--- src/rtl/rvfi_multi_commit_monitor.sv ---
// Commit tracker for multi-lane RVFI retire ports: lane contiguity, order sequencing, halt, watchdog, segment counters.
// Define RVFI_COMMIT_LOG_EN for a simulation-only console trace of accepted lanes.
module rvfi_multi_commit_monitor #(
  parameter int unsigned NRET      = 2,
  parameter int unsigned ORDER_W   = 64,
  parameter int unsigned CNT_W     = 64,
  parameter int unsigned WDOG_CYC  = 10000,
  parameter logic [31:0] SEG_START = 32'h00102013,
  parameter logic [31:0] SEG_STOP  = 32'h00202013
) (
  input  logic                      clk,
  input  logic                      rst,
  input  logic [NRET-1:0]           valid,
  input  logic [NRET*ORDER_W-1:0]   order,
  input  logic [NRET*32-1:0]        inst,
  input  logic [NRET*32-1:0]        pc_rdata,
  input  logic [NRET*32-1:0]        pc_wdata,
  output logic                      halt,
  output logic                      error,
  output logic [2:0]                err_code,
  output logic [1:0]                seg_state,
  output logic [CNT_W-1:0]          inst_count,
  output logic [CNT_W-1:0]          cycle_count
);

  typedef enum logic [1:0] {
    SEG_FREE   = 2'd0,
    SEG_ACTIVE = 2'd1,
    SEG_DONE   = 2'd2
  } seg_e;

  localparam logic [CNT_W-1:0]   CNT_ONE   = 1;
  localparam logic [ORDER_W-1:0] ORDER_ONE = 1;

  function automatic logic halt_cond(input logic [31:0] i, input logic [31:0] pr,
                                     input logic [31:0] pw);
    return (pr == pw) || (i == 32'h0000_0063) || (i == 32'h0000_006f) ||
           (i == 32'hF000_2013);
  endfunction

  seg_e               seg_q, seg_n;
  logic [ORDER_W-1:0] exp_order, exp_n, rank;
  logic [CNT_W-1:0]   inst_n, cyc_n;
  logic [31:0]        wdog, wdog_n;
  logic [NRET-1:0]    accept;
  logic               halt_hit, seen_idle;
  logic               gap_err, ord_err, wdog_err, post_halt_err;
  logic [2:0]         code_n;

  // Lanes are walked oldest first; each accepted lane updates the running
  // segment/counter view so start/stop markers in one cycle resolve in order.
  // NOTE: blocking assignments here model the in-cycle lane sequence; every
  // variable gets a default first so no latch is inferred.
  always_comb begin
    accept        = '0;
    halt_hit      = 1'b0;
    seen_idle     = 1'b0;
    gap_err       = 1'b0;
    ord_err       = 1'b0;
    wdog_err      = 1'b0;
    post_halt_err = 1'b0;
    rank          = '0;
    seg_n         = seg_q;
    inst_n        = inst_count;
    cyc_n         = cycle_count;
    exp_n         = exp_order;
    wdog_n        = wdog;
    if (halt) begin
      post_halt_err = |valid;
    end else begin
      if (seg_q != SEG_DONE) cyc_n = cycle_count + CNT_ONE;
      for (int k = 0; k < NRET; k++) begin
        if (!halt_hit) begin
          if (valid[k]) begin
            accept[k] = 1'b1;
            if (seen_idle) gap_err = 1'b1;
            if (order[k*ORDER_W +: ORDER_W] != exp_order + rank) ord_err = 1'b1;
            rank = rank + ORDER_ONE;
            if (inst[k*32 +: 32] == SEG_START) begin
              seg_n  = SEG_ACTIVE;
              cyc_n  = '0;
              inst_n = '0;
            end else if (inst[k*32 +: 32] == SEG_STOP && seg_n == SEG_ACTIVE) begin
              inst_n = inst_n + CNT_ONE;
              seg_n  = SEG_DONE;
            end else if (seg_n != SEG_DONE) begin
              inst_n = inst_n + CNT_ONE;
            end
            if (halt_cond(inst[k*32 +: 32], pc_rdata[k*32 +: 32], pc_wdata[k*32 +: 32]))
              halt_hit = 1'b1;
          end else begin
            seen_idle = 1'b1;
          end
        end
      end
      exp_n = exp_order + rank;
      // Watchdog saturates at its limit so a long stall cannot wrap back to quiet.
      if (|valid) begin
        wdog_n = '0;
      end else if (WDOG_CYC != 0 && wdog < WDOG_CYC) begin
        wdog_n = wdog + 32'd1;
      end
      if (WDOG_CYC != 0 && wdog_n == WDOG_CYC) wdog_err = 1'b1;
    end

    if (gap_err)            code_n = 3'd1;
    else if (ord_err)       code_n = 3'd2;
    else if (wdog_err)      code_n = 3'd3;
    else if (post_halt_err) code_n = 3'd4;
    else                    code_n = 3'd0;
  end

  // NOTE: sequential state uses non-blocking assignments; the synchronous reset
  // restores every register, including mid-segment.
  always_ff @(posedge clk) begin
    if (rst) begin
      halt        <= 1'b0;
      error       <= 1'b0;
      err_code    <= 3'd0;
      seg_q       <= SEG_FREE;
      inst_count  <= '0;
      cycle_count <= '0;
      exp_order   <= '0;
      wdog        <= '0;
    end else begin
      halt        <= halt | halt_hit;
      seg_q       <= seg_n;
      inst_count  <= inst_n;
      cycle_count <= cyc_n;
      exp_order   <= exp_n;
      wdog        <= wdog_n;
      if (!error && code_n != 3'd0) begin
        error    <= 1'b1;
        err_code <= code_n;
      end
    end
  end

  assign seg_state = seg_q;

`ifdef RVFI_COMMIT_LOG_EN
  always @(posedge clk) begin
    if (!rst) begin
      for (int k = 0; k < NRET; k++) begin
        if (accept[k]) begin
          if (inst[k*32 +: 2] != 2'b11)
            $display("core   0: 3 0x%08h (0x%04h)", pc_rdata[k*32 +: 32],
                     inst[k*32 +: 16]);
          else
            $display("core   0: 3 0x%08h (0x%08h)", pc_rdata[k*32 +: 32],
                     inst[k*32 +: 32]);
        end
      end
    end
  end
`endif

endmodule

--- config.mk ---
export PLATFORM = sky130hd
export DESIGN_NAME = rvfi_multi_commit_monitor
export DESIGN_NICKNAME = d
export VERILOG_FILES = /design/src/rtl/rvfi_multi_commit_monitor.sv
export SDC_FILE = /design/constraint.sdc
export NUM_CORES = 1
export LEC_CHECK = 0
export BUFFER_PORTS_ARGS = -buffer_cell sky130_fd_sc_hd__buf_2
export CORE_MARGIN = 2
export CORE_UTILIZATION = 55
export CTS_BUF_LIST = sky130_fd_sc_hd__clkbuf_16
export CTS_CLUSTER_SIZE = 25
export DETAILED_ROUTE_END_ITERATION = 10
export PLACE_DENSITY = 0.79
export SLEW_MARGIN = 0
export SYNTH_ARGS = -nofsm -noshare
export SYNTH_HDL_FRONTEND = slang
export SYNTH_SLANG_ARGS = --single-unit
--- constraint.sdc ---
create_clock -name clk -period 6 [get_ports clk]
set_input_delay 0.3 -clock clk [delete_from_list [all_inputs] [get_ports clk]]
set_output_delay 0.3 -clock clk [all_outputs]
set_load 0.02 [all_outputs]
==> impl_metrics.toml, run 1 <==
[outcome]
run_status = "completed"

[critical_path]
crit_required_ps = 6450
worst-r2r-setup-slack_ps = 1250
timing.critical_path.to = "inst_count[55]"
critical_path.reg2reg.startpoint = "seg_state[0]"
critical-path-max-stage-delay_ps = 830
timing.critical_path.from = "seg_state[0]"
cp_max_fo = 21
end_kind = "flip-flop"
critical_path_arrival_ps = 5200
worstPathCellList = "nand2b_1 -> buf_4 -> nand3_2 -> or4_1 -> or4_1 -> o211ai_2 -> and2_1 -> nand4_1 -> nor4_1 -> xor2_1 -> o21ai_1"
timing.reg2reg.worst_path_depth = 11
path_class = "flip-flop to flip-flop"
path_common_cell = "sky130_fd_sc_hd__or4_1"
worst_setup_path_start_kind = "flip-flop"
crit-reg2reg-capture = "inst_count[55]"
library_cell_contributing_the_largest_single_delay_on_the_critical_path = "sky130_fd_sc_hd__nand4_1"

[detailed_routing]
dr.first_iter.drc_count = 2285
wirelength_um = 72600
viasPerCell = 6.43
first_pass_iters = 5
drc_errors = 0
wire_per_inst_um = 21.7
ant_nets = 0
vias = 21520

[timing]
maxClockFrequency_ghz = 0.210
period_share_pct = 79.2
final-max-slew-violation-count = 0
finalSetupTns_ps = 0
final-setup-viol-count = 0
rsz0062_at_grt = "no"
timing.slew.headroom_pct = 20.2
hold_slack_ps = 16.6
layout_min_cycle_time_ps = 4750
clock-skew-final_ps = 32.8
max_slew.worst_pin.slew_ps = 1190
finalHoldViolCount = 0

[logic_synthesis]
post_synthesis_share_of_cell_area_spent_on_full_adders_half_adders_and_majority_gates_pct = 0.903
synth_top_cells_by_area = "sky130_fd_sc_hd__dfxtp_1 25%, sky130_fd_sc_hd__xnor2_1 13%, sky130_fd_sc_hd__nor2_1 5.3%, sky130_fd_sc_hd__nand2_1 4.9%, sky130_fd_sc_hd__nand4_1 4.7%"
synthMuxAreaShare_pct = 0.505
synth.distinct_cells = 95
ys_seq_elements = 231
synthXorXnorAreaFrac_pct = 17.3
post_synth.cell_area_avg_sq_um = 7.33
postSynth.topFlopCell = "sky130_fd_sc_hd__dfxtp_1"
post_synth_instance_area_sq_um = 18600
share_of_flip_flops_with_an_asynchronous_set_or_reset_after_synthesis_pct = 0
yosysWarningCount = 0
synthCells = 2532
synth_largest_type_area_fraction_pct = 24.9
synth.net_count = 2868
synth_enable_flop_cells = 0
synth_top_family_by_area = "simple AND/OR/NAND/NOR gates"
synth_compound_gate_area_share_pct = 14.7
ys_seq_area_share_pct = 24.9
synth_area_leader_cell = "sky130_fd_sc_hd__dfxtp_1"
synth_simple_gate_area_share_pct = 37.2

[clock_tree]
cts-buffers-inserted = 27
clock_transition_at_the_register_clock_pins_on_the_worst_setup_and_hold_paths_after_cts_ps = 60
post_cts.repair.setup_buffers = 0
clock_latency_on_the_worst_skew_pair_ps = 570
clk_path_buf_depth = 3
cts-hold-fix-buffers = 0
cts_tree = "yes"
htree_levels = 1
cts_resized = 0
clkSinkCount = 231
clk_root_buffer_cell = "sky130_fd_sc_hd__clkbuf_16"

[global_route]
grt_max_degree = 84
grt_pass1_wl_um = 112000
grt_pass1_vias = 19775
antenna_found_initial = 4
grt_overflow_total = 0
groute.usage.overall_pct = 39.4

[final_layout]
design.final.nets = 3211
finish.utilization_pct = 65.3
layout-drive-gt1-share_pct = 20.1
most-common-layout-cells = "457 x sky130_fd_sc_hd__buf_2, 280 x sky130_fd_sc_hd__xnor2_1, 258 x sky130_fd_sc_hd__nor2_1, 241 x sky130_fd_sc_hd__nand2_1, 230 x sky130_fd_sc_hd__dfxtp_1"
most_common_cell_after_layout_fill_and_taps_aside = "sky130_fd_sc_hd__buf_2"
syn2layout_area_growth_pct = 17.4

[die]
core_region_area_sq_um = 33400
die_w_um = 188
io-pin-count = 459
die-area_sq_um = 35200
die_h_um = 188
floorplan.initialDensity_pct = 55.6
core.rowCount = 67

[place]
port_buffers = 458
finalWeightedCongestion = 1.08
hpwl_after_dpl_um = 56200

[hold_path]
worst_hold_path_type = "input pin to flip-flop"

[power]
vdd_ir_drop_max_uv = 199
power_density_nw_per_um2 = 165
p_leak_nw = 7.90

[flow_run]
drv_cap = 0
cells in the mapped netlist, drive strengths merged, types with 7 or more instances:
library cell,n
a211oi,19
a21o,17
a21oi,125
a22oi,10
a311oi,19
a31oi,21
and2,43
and3,49
and4,30
buf,47
clkbuf,121
dfxtp,231
ha,11
inv,35
nand2,243
nand2b,17
nand3,117
nand3b,19
nand4,144
nand4b,20
nor2,261
nor2b,19
nor3,105
nor3b,7
nor4,91
nor4b,10
o211ai,9
o21a,12
o21ai,142
o22ai,9
or2,7
or3,46
or4,25
xnor2,280
xor2,86
layer usage:
layer / wire [um] / vias up / global-route usage (%)
met2: 31800 / 1291 / 62.5
met4: 3010 / 4 / 14.3
met1: 30100 / 10089 / 53.5
li1: - / 9889 / -
met5: 30 / - / 0
met3: 7670 / 247 / 7.28
worst min-delay path by stage:
stage               slack, ps  cells past startpoint  startpoint  endpoint
finish                     20                      2         rst   wdog[2]
global route               20                      2         rst  wdog[12]
CTS                        10                      2         rst  wdog[12]
detailed placement        440                      1    wdog[14]  wdog[14]
global placement          440                      1    wdog[19]  wdog[19]
floorplan                 430                      1    wdog[16]  wdog[16]
worst max-delay path: cells and delay by family (launching register included):
kind / cells / cell delay, ps
flip-flops: 1 / 420
buffers and inverters: 1 / 270
XOR/XNOR: 1 / 210
AO/OA/AOI/OAI: 2 / 210
AND/OR/NAND/NOR: 7 / 3530
power by group:
part	internal, mW	total, mW	leakage, nW	switching [mW]
Combinational	0.191	0.410	5.62	0.219
Sequential	1.54	1.56	1.86	0.0195
Clock	0.912	1.62	0.418	0.708
metrics by stage:
stage / setup slack (ps) / instances / cell area (sq um) / total power, mW
detailed placement: 1140 / 3294 / 20900 / 2.00
global route: 935 / 3342 / 21800 / 3.70
global placement: 1330 / 3294 / 20900 / 1.99
floorplan: 1570 / 2532 / 18600 / 1.79
CTS: 1300 / 3342 / 21800 / 3.60
finish: 1250 / 3346 / 21800 / 3.59
layout make-up:
class                   count  area [sq um]
clock inverters            21           179
well taps                 448           561
inverters                  35           131
clock buffers              27           676
flip-flops and latches    231          4630
diodes                      4          10.0
fillers                  3018         11600
multi-input cells        2098         13100
repair buffers            482          2480
cells by family after synthesis:
kind of cell	after synthesis
simple gates	1269
buf+inv	203
mux	9
flops	231
xor+xnor	366
compound gates	441
fa+ha+maj	13
state kept, by name (all words and copies together), names as in the netlist:
register	count
exp_order	64
err_code	3
inst_count	64
wdog	32
halt	1
cycle_count	64
error	1
seg_state	2
Power figures use the tool's default switching activity.
==> run 2, diff against run 1 <==
--- a/config.mk
+++ b/config.mk
@@ -7,11 +7,11 @@
 export LEC_CHECK = 0
 export BUFFER_PORTS_ARGS = -buffer_cell sky130_fd_sc_hd__buf_2
 export CORE_MARGIN = 2
-export CORE_UTILIZATION = 55
+export CORE_UTILIZATION = 50
 export CTS_BUF_LIST = sky130_fd_sc_hd__clkbuf_16
 export CTS_CLUSTER_SIZE = 25
 export DETAILED_ROUTE_END_ITERATION = 10
-export PLACE_DENSITY = 0.79
+export PLACE_DENSITY = 0.76
 export SLEW_MARGIN = 0
 export SYNTH_ARGS = -nofsm -noshare
 export SYNTH_HDL_FRONTEND = slang
==> constraint.sdc (replaced) <==
create_clock -name clk -period 3.81 [get_ports clk]
set_input_delay 0.1905 -clock clk [delete_from_list [all_inputs] [get_ports clk]]
set_output_delay 0.1905 -clock clk [all_outputs]
set_load 0.02 [all_outputs]
==> run 2 against run 1 <==
Compared with the run above: die area increased by 9.8%; register-to-register slack got worse by 1200 ps; first-iteration DRC count increased by 16%; worst setup slack got worse by 1200 ps; via count increased by 4.9%.
==> impl_metrics.toml, run 2 (synthesis gave the netlist of run 1 again) <==
[detailed_routing]
first_pass_iters = 8
ant_nets = 0
vias = 22575
wire_per_inst_um = 22.8
wirelength_um = 81800
viasPerCell = 6.30
drc_errors = 0
dr.first_iter.drc_count = 2642

[clock_tree]
clk_path_buf_depth = 3
cts-buffers-inserted = 27
htree_levels = 1
clock_latency_on_the_worst_skew_pair_ps = 580
clock_transition_at_the_register_clock_pins_on_the_worst_setup_and_hold_paths_after_cts_ps = 70
cts_tree = "yes"
cts-hold-fix-buffers = 0
clkSinkCount = 231
clk_root_buffer_cell = "sky130_fd_sc_hd__clkbuf_16"

[place]
port_buffers = 458
finalWeightedCongestion = 1.03
dp.cells = 3518
hpwl_after_dpl_um = 65000
total_placed_instance_area_sq_um = 22600

[timing]
finalSetupTns_ps = 0
maxClockFrequency_ghz = 0.269
final-setup-viol-count = 0
final-max-slew-violation-count = 0
rsz0062_at_grt = "yes"
finalHoldViolCount = 0
clock-skew-final_ps = 33.0
max_slew.worst_pin.slew_ps = 917
timing.slew.headroom_pct = 38.3
layout_min_cycle_time_ps = 3720
period_share_pct = 97.7

[final_layout]
finish.utilization_pct = 64.7
layout.cells.non_filler = 3581
fin_area_sq_um = 23700
top_regs = "cycle_count: 64 flops, exp_order: 64 flops, inst_count: 64 flops"
syn2layout_area_growth_pct = 27.6
most-common-layout-cells = "457 x sky130_fd_sc_hd__buf_2, 280 x sky130_fd_sc_hd__xnor2_1, 256 x sky130_fd_sc_hd__nor2_1, 241 x sky130_fd_sc_hd__nand2_1, 233 x sky130_fd_sc_hd__buf_4"
design.final.nets = 3426
layout-drive-gt1-share_pct = 26.5
most_common_cell_after_layout_fill_and_taps_aside = "sky130_fd_sc_hd__buf_2"
n_fill_cell = 3190

[power]
vdd_ir_drop_max_uv = 341
power.share.clock_pct = 46.6
power.share.switching_pct = 26.7
sequentialPowerShare_pct = 41.4
p_int_mw = 4.34
combPwrFrac_pct = 12.0
switchingPower_mw = 1.58
design_power_total_mw = 5.93
p_leak_nw = 9.05
power_density_nw_per_um2 = 250

[die]
die-area_sq_um = 38700
floorplan.initialDensity_pct = 50.7
die_w_um = 197
die_h_um = 197
core_region_area_sq_um = 36600
core.rowCount = 70
io-pin-count = 459

[critical_path]
library_cell_contributing_the_largest_single_delay_on_the_critical_path = "sky130_fd_sc_hd__or4_4"
cp_max_fo = 12
timing.reg2reg.worst_path_depth = 10
critical-path-max-stage-delay_ps = 720
worst_setup_path_start_kind = "flip-flop"
end_kind = "flip-flop"
critical_path_depth = 10
crit_required_ps = 4280
critical-path-top-delay-family = "simple AND/OR/NAND/NOR gates"
path_buf_inv = 0
worstPathCellList = "ha_1 -> nand3_2 -> or4_4 -> nor4_1 -> o22ai_1 -> a211oi_2 -> nand4_2 -> nor4_2 -> xor2_1 -> o21ai_1"
critical_path_arrival_ps = 4190
path_class = "flip-flop to flip-flop"

[global_route]
grt_pass1_wl_um = 124000
grt_overflow_total = 0
groute.usage.overall_pct = 40.8
grt_max_degree = 119
antenna_found_initial = 3
grt_pass1_vias = 21064

[flow_run]
drv_cap = 0

[hold_path]
hold_depth = 2
worst_hold_path_type = "input pin to flip-flop"

[outcome]
run_status = "completed"
run 2: cell count changes in the layout (fill, tap and decap cells not counted), sizes merged:
cell | before | now
diode | 4 | 2
clkinvlp | 2 | 10
bufinv | 2 | 4
clkinv | 12 | 5
buf | 482 | 697
inv | 40 | 39
run 2: final timing paths:
kind	from	endpoint	slack (ps)
min	rst	exp_order[7]	50
max reg2reg	inst_count[1]	inst_count[55]	90
min reg2reg	wdog[24]	wdog[24]	460
max	inst_count[1]	inst_count[55]	90
run 2: power by group through the flow:
stage | sequential [mW] | combinational [mW] | clock (mW)
after global routing | 2.46 | 0.761 | 2.88
final | 2.46 | 0.711 | 2.76
after CTS | 2.45 | 0.698 | 2.79
after detailed placement | 2.51 | 0.694 | 0
after floorplan | 2.51 | 0.313 | 0
after global placement | 2.51 | 0.685 | 0
run 2: worst reg2reg max path, cell delays in order, from the launching register on:
cell and delay [ps]:
sky130_fd_sc_hd__dfxtp_1 440, sky130_fd_sc_hd__ha_1 250, sky130_fd_sc_hd__nand3_2 310, sky130_fd_sc_hd__or4_4 720
sky130_fd_sc_hd__nor4_1 360, sky130_fd_sc_hd__o22ai_1 210, sky130_fd_sc_hd__a211oi_2 310, sky130_fd_sc_hd__nand4_2 340
sky130_fd_sc_hd__nor4_2 440, sky130_fd_sc_hd__xor2_1 170, sky130_fd_sc_hd__o21ai_1 70
run 2: area by class of cell:
cell class / count / area, sq um / area share [%]
diodes: 2 / 5.00 / 0.0211
clock inverters: 23 / 248 / 1.05
inverters: 35 / 131 / 0.555
flip-flops and latches: 231 / 4630 / 19.5
repair buffers: 697 / 4170 / 17.6
well taps: 468 / 586 / 2.47
clock buffers: 27 / 676 / 2.85
multi-input cells: 2098 / 13200 / 55.9
run 2: per-layer routing:
layer	part of all wire (%)	GRT usage (%)	wire length, um
met5	0.016	0	13
met3	9.7	7.68	7950
met2	46	67.5	37200
met1	40	52.7	32600
met4	4.9	15.7	4000
run 2: per-stage QoR:
stage / setup slack [ps] / hold slack, ps
floorplan: -4.16 / 430
global placement: -379 / 442
detailed placement: -509 / 444
CTS: 7.58 / 33.1
global route: -1.12 / 61.7
finish: 85.8 / 52.0
run 2: what timing repair did:
item                                    CTS  global route
gates resized for setup                   0            16
setup buffers                             0            11
endpoints found under the setup margin    0            55
